===== config.mk =====
export PLATFORM = sky130hd
export DESIGN_NAME = kronos_if_fetch
export DESIGN_NICKNAME = d
export VERILOG_FILES = /design/src/rtl/kronos_if_fetch.sv
export SDC_FILE = /design/constraint.sdc
export NUM_CORES = 1
export LEC_CHECK = 0
export CAP_MARGIN = 20
export CORE_MARGIN = 2
export CORE_UTILIZATION = 35
export DETAILED_ROUTE_END_ITERATION = 16
export GPL_ROUTABILITY_DRIVEN = 0
export PLACE_DENSITY_LB_ADDON = 0.15
export SYNTH_ARGS = -nofsm -noshare
export SYNTH_HDL_FRONTEND = slang
export SYNTH_SLANG_ARGS = --single-unit

===== constraint.sdc =====
create_clock -name clk -period 2.7 [get_ports clk]
set_input_delay 0.54 -clock clk [delete_from_list [all_inputs] [get_ports clk]]
set_output_delay 0.54 -clock clk [all_outputs]
set_load 0.005 [all_outputs]

===== src/rtl/kronos_if_fetch.sv =====
// kronos_if_fetch: instruction fetch stage, producer side of the IF/ID handshake.
// Owns the PC, masters the instruction bus and presents fetched {pc, ir} pairs
// from a 2-entry FIFO. A downstream redirect (flush) clears the FIFO and restarts
// fetch at the new target; an in-flight bus request is drained and its ack dropped.
// The fetch output packs {pc[31:0], ir[31:0]} with pc in bits [63:32].
// Optional build macro: KRONOS_IF_BUSERR_EN adds instr_err / fetch_err; an errored
// ack pushes a NOP flagged with err and halts fetch until the next flush or reset.
module kronos_if_fetch #(
    parameter logic [31:0] BOOT_ADDR = 32'h0000_0000,
    parameter int          BUF_DEPTH = 2
) (
    input  logic        clk,
    input  logic        rstz,
    output logic [31:0] instr_addr,
    output logic        instr_req,
    input  logic [31:0] instr_data,
    input  logic        instr_ack,
`ifdef KRONOS_IF_BUSERR_EN
    input  logic        instr_err,
    output logic        fetch_err,
`endif
    output logic [63:0] fetch,
    output logic        fetch_vld,
    input  logic        fetch_rdy,
    input  logic        flush,
    input  logic [31:0] flush_target
);

    typedef enum logic [1:0] {
        IDLE  = 2'd0,
        REQ   = 2'd1,
        DRAIN = 2'd2
    } state_t;

    typedef struct packed {
        logic [31:0] pc;
        logic [31:0] ir;
    } entry_t;

    localparam logic [1:0]  FULL    = 2'(BUF_DEPTH);
    localparam logic [31:0] NOP_IR  = 32'h0000_0013;

    state_t      state_q, state_d;
    logic [31:0] pc_q, pc_d;
    logic [31:0] addr_q, addr_d;
    logic [1:0]  cnt_q, cnt_d;
    entry_t      buf0_q, buf0_d;
    entry_t      buf1_q, buf1_d;
    logic        halt_q, halt_d;
    logic        err0_q, err0_d;
    logic        err1_q, err1_d;

    logic        push;
    logic        pop;
    logic [1:0]  cnt_after;
    entry_t      new_entry;
    logic        new_err;
    logic        ack_is_err;

    // Low target bits are forced to zero; keep them visible to lint as intentionally unused.
    logic unused_tgt;
    assign unused_tgt = ^flush_target[1:0];

`ifdef KRONOS_IF_BUSERR_EN
    assign ack_is_err = instr_err;
    assign fetch_err  = err0_q;
`else
    assign ack_is_err = 1'b0;
`endif

    assign instr_req  = (state_q != IDLE);
    assign instr_addr = addr_q;
    assign fetch_vld  = (cnt_q != 2'd0);
    assign fetch      = buf0_q;

    // Next-state logic: flush has priority, then bus ack / FIFO push-pop bookkeeping.
    always_comb begin
        state_d   = state_q;
        pc_d      = pc_q;
        addr_d    = addr_q;
        cnt_d     = cnt_q;
        buf0_d    = buf0_q;
        buf1_d    = buf1_q;
        halt_d    = halt_q;
        err0_d    = err0_q;
        err1_d    = err1_q;
        push      = 1'b0;
        pop       = fetch_vld & fetch_rdy;
        new_entry = '{pc: pc_q, ir: instr_data};
        new_err   = 1'b0;
        cnt_after = cnt_q;

        if (flush) begin
            // Any ack this cycle is dropped; an unacked request must still be drained.
            cnt_d  = 2'd0;
            pc_d   = {flush_target[31:2], 2'b00};
            halt_d = 1'b0;
            if (state_q != IDLE && !instr_ack) begin
                state_d = DRAIN;
            end else begin
                state_d = REQ;
            end
        end else begin
            cnt_after = cnt_q - {1'b0, pop};
            case (state_q)
                IDLE: begin
                    if (cnt_q < FULL && !halt_q) begin
                        state_d = REQ;
                    end
                end
                REQ: begin
                    if (instr_ack) begin
                        push      = 1'b1;
                        pc_d      = pc_q + 32'd4;
                        cnt_after = cnt_q + 2'd1 - {1'b0, pop};
                        if (ack_is_err) begin
                            new_entry.ir = NOP_IR;
                            new_err      = 1'b1;
                            halt_d       = 1'b1;
                            state_d      = IDLE;
                        end else if (cnt_after < FULL) begin
                            state_d = REQ;
                        end else begin
                            state_d = IDLE;
                        end
                    end
                end
                DRAIN: begin
                    if (instr_ack) begin
                        state_d = REQ;
                    end
                end
                default: state_d = IDLE;
            endcase

            // Shift-style FIFO: buf0 is always the head so fetch comes straight from a register.
            case ({push, pop})
                2'b10: begin
                    if (cnt_q == 2'd0) begin
                        buf0_d = new_entry;
                        err0_d = new_err;
                    end else begin
                        buf1_d = new_entry;
                        err1_d = new_err;
                    end
                end
                2'b01: begin
                    buf0_d = buf1_q;
                    err0_d = err1_q;
                end
                2'b11: begin
                    if (cnt_q == 2'd1) begin
                        buf0_d = new_entry;
                        err0_d = new_err;
                    end else begin
                        buf0_d = buf1_q;
                        err0_d = err1_q;
                        buf1_d = new_entry;
                        err1_d = new_err;
                    end
                end
                default: ;
            endcase
            cnt_d = cnt_after;
        end

        // A new request always starts at the (possibly just updated) PC; DRAIN keeps the stale address.
        if (state_d == REQ) begin
            addr_d = pc_d;
        end
    end

    // FSM state register.
    always_ff @(posedge clk) begin
        if (rstz) begin
            state_q <= IDLE;
        end else begin
            state_q <= state_d;
        end
    end

    // PC, bus address, FIFO storage and halt flag.
    always_ff @(posedge clk) begin
        if (rstz) begin
            pc_q   <= BOOT_ADDR;
            addr_q <= BOOT_ADDR;
            cnt_q  <= 2'd0;
            buf0_q <= '0;
            buf1_q <= '0;
            halt_q <= 1'b0;
            err0_q <= 1'b0;
            err1_q <= 1'b0;
        end else begin
            pc_q   <= pc_d;
            addr_q <= addr_d;
            cnt_q  <= cnt_d;
            buf0_q <= buf0_d;
            buf1_q <= buf1_d;
            halt_q <= halt_d;
            err0_q <= err0_d;
            err1_q <= err1_d;
        end
    end

endmodule

; ---- Word level (Yosys, flattened, before mapping)
; Cells that the tools add are included.
[totals]
regBits = 196
out_inout_bits = 98
wordCells = 58
[op_classes]
n_addsub = 4
order_cmp = 2
eq_ne = 10
mux = 21
n_bitwise = 2
n_reduce_logical = 11
[op_table]
columns = operator, n
row1 = $mux W64, 4
row2 = $pmux W64 S3, 1
row3 = $pmux W64 S2, 1
row4 = $mux W32, 3
row5 = $add A32 B3 Y32 const B, 1
row6 = $mux W2, 7
row7 = $eq A2 B1 Y1 const B, 4
row8 = $eq A2 B2 Y1 const B, 3
row9 = $ne A2 B2 Y1 const B, 3
row10 = $pmux W2 S3, 1
row11 = $reduce_bool A2 Y1, 3
row12 = $logic_not A2 Y1, 2
row13 = $lt A2 B2 Y1 const B, 2
row14 = $mux W1, 4
row15 = $reduce_and A4 Y1, 1
row16 = $sub A2 B1 Y2, 2
row17 = $reduce_and A3 Y1, 1
row18 = $reduce_bool A3 Y1, 1
row19 = $add A2 B1 Y2 const B, 1
row20 = $reduce_or A2 Y1, 1
row21 = $and A1 B1 Y1, 1
row22 = $logic_and A1 B1 Y1, 1
row23 = $logic_not A1 Y1, 1
row24 = $not A1 Y1, 1

; ---- Longest topological paths before layout
; Gate-level depths: netlist of run 1.
[logic_depth]
ltp_word = 9
ltp_mapped = 10

; ---- Worst setup path after synthesis of run 1
; OpenSTA, ideal clock, no wires.
[synth_path]
path_kind = register to register
from = register cnt_q[1]
to = register addr_q[21] (netlist: instr_addr[21])
setup_time_ns = 0.096
arrival_ns = 2.037
t_required_ns = 2.604
path_slack_ns = 0.567
stages_incl_launch_ff = 10
path_buffers = 2
cell_sequence = dfxtp_1 or2_1 nand2_1 ha_1 xor2_1 a211o_1 a31o_1 buf_6 buf_6 o41ai_2
[synth_between]
elab_chain_cells = 9
elab_cells_between_ends = 12
cone_classes = add/sub: 2 / order compare: 2 / eq/ne: 1 / mux: 5 / bitwise: 1 / reduce/logical: 1
[synth_lines]
columns = item, line
row1 = start: declaration, 46  ; logic [1:0] cnt_q, cnt_d;
row2 = start signal: assignment, 196  ; cnt_q <= cnt_d;
row3 = $reduce_bool A2 Y1, 73  ; assign fetch_vld = (cnt_q != 2'd0);
row4 = named net fetch_vld, 23  ; output logic fetch_vld,
row5 = $and A1 B1 Y1, 88  ; pop = fetch_vld & fetch_rdy;
row6 = $sub A2 B1 Y2, 115  ; cnt_after = cnt_q + 2'd1 - {1'b0, pop};
row7 = $lt A2 B2 Y1, 121  ; end else if (cnt_after < FULL) begin
row8 = $mux W1, 121
row9 = $mux W2, 112  ; if (instr_ack) begin
row10 = $pmux W2 S3, 105  ; case (state_q)
row11 = $mux W2, 93  ; if (flush) begin
row12 = $eq A2 B1 Y1, 168  ; if (state_d == REQ) begin
row13 = end signal: assignment, 195  ; addr_q <= addr_d;
row14 = end: declaration, 45  ; logic [31:0] addr_q, addr_d;
; The timed path passes the listed nets, and every way through them passes these cells.
; A chain may end at the register's enable or synchronous reset.

; ---- Worst setup path in the final report of run 1
[layout_path]
from = register cnt_q[1]
to = register addr_q[29] (netlist: instr_addr[29])
[layout_between]
elab_chain_cells = 9
elab_cells_between_ends = 12
cone_classes = add/sub: 2 / order compare: 2 / eq/ne: 1 / mux: 5 / bitwise: 1 / reduce/logical: 1
[layout_lines]
columns = item, line
row1 = "parallel branches: the longest is 6 deep, another holds $add A2 B1 Y2", n/a
row2 = $pmux W2 S3 (*), 105
row3 = $mux W2 (*), 93
row4 = $eq A2 B1 Y1 (*), 168
; Mark *: on every way between the ends.

==> flow_summary.yaml, run 1 <==
synthesis:
  syn_area_sq_mm: 0.00849
  synth_cell_types: 62
  yosys-top-cells-area: "dfxtp_1 46%, mux2i_1 8.6%, nand2_1 6.1%"
  ys.flop_type: "dfxtp_1"
  synth_top_cell_by_area: "dfxtp_1"
  ys_ff_latch: 196
  ys_seq_area_share_pct: 46.2
  synth_top_area_share_pct: 46.2
  syn-num-nets: 1028
  syn_avg_cell_area_sq_um: 8.88
  syn_inst: 956
  synth_edf_count: 0
  synthArstFlopShare_pct: 0
  yosys_warnings: 0
power:
  leakage_uw: 0.00379
  peakVddDrop_mv: 0.294
  switching_share_pct: 26.0
  power.density_mw_per_mm2: 587
  p_total_uw: 6510
  seqPwrFrac_pct: 48.6
  clkPwrFrac_pct: 37.5
  combPwrFrac_pct: 13.9
  switchingPower_uw: 1690
  intPower_uw: 4820
clock_tree:
  tritoncts: "built"
  clock_sinks: 196
  cts_setup_buffers: 0
  insertion_delay_ps: 430
  cts_inserted_buffers: 17
  cts_max_level: 4
  cts.repair.resized: 0
  clock_tree.root_cell: "clkbuf_16"
  path_clk_slew_ps: 70
  cts_buffer_depth: 2
  cts.hold.buffers_added: 0
worst_hold_path:
  hp-class: "reg -> reg"
  hold_depth: 2
  hp-start: "buf1_q[1]$_SDFFE_PP0P_"
  hold_path_end: "buf1_q[1]$_SDFFE_PP0P_"
grt:
  grt_overflow: 0
  antenna_found_initial: 1
  grt_usage_pct: 17.2
  grt_pass1_wl_microns: 35800
  grt_pass1_vias: 6686
  grt_max_degree: 85
setup_path:
  worstPathMaxFanout: 11
  r2r_cells: 9
  required_ps: 3030
  critPathKind: "reg -> reg"
  max_stage_delay_ps: 430
  slowest_stage: "dfxtp_1"
  cp.arrival_ps: 2660
  cp-end-kind: "flop"
  path_cells: "or2_1 -> nand2_1 -> ha_1 -> xor2_1 -> a211o_1 -> a31oi_4 -> buf_4 -> nor3b_1 -> a31o_2"
  r2r-end: "instr_addr[29]$_SDFFE_PP0N_"
  critPathLaunchType: "flop"
  rrSetupSlack_ps: 360
  reg2reg_from: "cnt_q[1]$_SDFF_PP0_"
die:
  core_area_sq_mm: 0.0236
  std_cell_rows: 56
  pin_count: 167
  die_h_microns: 160
  die_w_microns: 160
  initial_core_util_pct: 36.0
  dieArea_sq_mm: 0.0255
sta:
  timing.slew.headroom_pct: 56.2
  worst_hold_slack_ps: 453
  finalSetupViolations: 0
  rsz0062_at_grt: "false"
  setup-tns-final_ps: 0
  hold_violations: 0
  fin_crit_ps: 2340
  finalMaxSlewViolations: 0
  skew_ps: 16.6
  worst_slew_pin_slew_ps: 655
  fmax_mhz: 428
  fin_crit_sh_pct: 86.5
finish:
  layout-drive-gt1-share_pct: 8.33
  multi_input_area_sq_mm: 0.00411
  layout.nets: 1164
  final_common_cell: "dfxtp_1"
  num_antenna_cells: 0
  final_cell_mix: "196 x dfxtp_1, 162 x clkdlybuf4s50_1, 138 x nand2_1"
  fillers: 2369
  area_growth_pct: 30.6
  regArea_sq_mm: 0.00392
route:
  drtPass1Iterations: 5
  drc: 0
  ant_nets: 0
  wl_per_cell_microns: 15.5
  via_per_inst: 4.96
  routed_wl_microns: 22100
  vias: 7065
  drt_iter0_drc: 384
place:
  dpl.hpwl_microns: 15000
  io_buffers: 164
outcome:
  status: "completed"
job:
  max_cap_viol_count: 0
-- synthesized netlist by cell type, drive strengths merged (17+ instances only) --
library cell and number:
a211oi 65, clkbuf 37, buf 44, a21oi 83
nor2 100, nor3 25, inv 18, nand2 138
mux2i 73, dfxtp 196, nand3b 17
-- logic make-up after synthesis --
group,share of synthesized area (%)
muxes,8.61
xor gates and xnor gates,1.34
buffers and inverters,5.59
AOI/OAI and AO/OA,16.6
DFF,46.2
adders and majority gates,0.442
and+or+nand+nor,21.3
-- state kept, by name, summed over array words and instances (netlist names) --
name	flops
state_q	2
fetch	64
buf1_q	64
pc_q	32
cnt_q	2
instr_addr	32
-- stage by stage --
stage / util, % / instances / area, sq um / setup WS, ps
4_1_cts: 46.9 / 1423 / 11100 / 327
2_1_floorplan: - / 956 / 8490 / 567
6_report: 46.9 / 1423 / 11100 / 364
3_5_place_dp: 44.6 / 1392 / 10500 / -86.6
3_3_place_gp: 44.6 / 1392 / 10500 / -40.2
5_1_grt: 46.9 / 1423 / 11100 / 171
-- power by group through the flow --
stage	sequential (uW)	clock, uW	combinational (uW)
detailed placement	3230	0	913
floorplan	3200	0	455
finish	3170	2440	904
global placement	3230	0	907
CTS	3170	2520	918
global route	3190	2620	994
-- critical path, delay by kind of cell (launching register included) --
| family | cells | cell delay [ps] |
|---|---|---|
| AOI/OAI and AO/OA | 3 | 860 |
| DFF | 1 | 430 |
| and+or+nand+nor | 3 | 320 |
| buffers and inverters | 1 | 240 |
| adders and majority gates | 1 | 220 |
| xor gates and xnor gates | 1 | 160 |
-- worst max-delay path by stage --
| stage | cells after the start | startpoint | endpoint | slack, ps |
|---|---|---|---|---|
| after floorplan | 9 | cnt_q[1]$_SDFF_PP0_ | instr_addr[21]$_SDFFE_PP0N_ | 570 |
| after global routing | 9 | cnt_q[1]$_SDFF_PP0_ | instr_addr[20]$_SDFFE_PP0N_ | 170 |
| after CTS | 9 | cnt_q[1]$_SDFF_PP0_ | instr_addr[31]$_SDFFE_PP0N_ | 330 |
| after detailed placement | 9 | fetch_rdy | instr_addr[31]$_SDFFE_PP0N_ | -90 |
| after global placement | 9 | fetch_rdy | instr_addr[24]$_SDFFE_PP0N_ | -40 |
| final | 9 | cnt_q[1]$_SDFF_PP0_ | instr_addr[29]$_SDFFE_PP0N_ | 360 |
-- routing by layer --
metal	up-vias	track usage (%)	part of all wire (%)
li1	3635	-	-
met1	3242	24.3	50
met2	170	26.3	44
met3	16	4.62	5.3
met4	2	4.05	0.90
met5	-	0	0.036
-- final cells by class --
type | count | share of cell area (%)
multi-input combinational | 661 | 37.1
clock inverter | 14 | 1.16
timing repair buffer | 198 | 18.3
sequential | 196 | 35.4
clock buffer | 17 | 3.84
inverter | 18 | 0.609
tap | 319 | 3.60
No activity file was read; power rests on OpenSTA's default activity.
==> run 2: changes to the inputs <==
--- a/config.mk
+++ b/config.mk
@@ -11,6 +11,7 @@
 export DETAILED_ROUTE_END_ITERATION = 16
 export GPL_ROUTABILITY_DRIVEN = 0
 export PLACE_DENSITY_LB_ADDON = 0.15
+export SETUP_SLACK_MARGIN = 0.05
 export SYNTH_ARGS = -nofsm -noshare
 export SYNTH_HDL_FRONTEND = slang
 export SYNTH_SLANG_ARGS = --single-unit
==> results of run 2 <==
No change in the layout: final DEF, timing and power equal those of run 1.
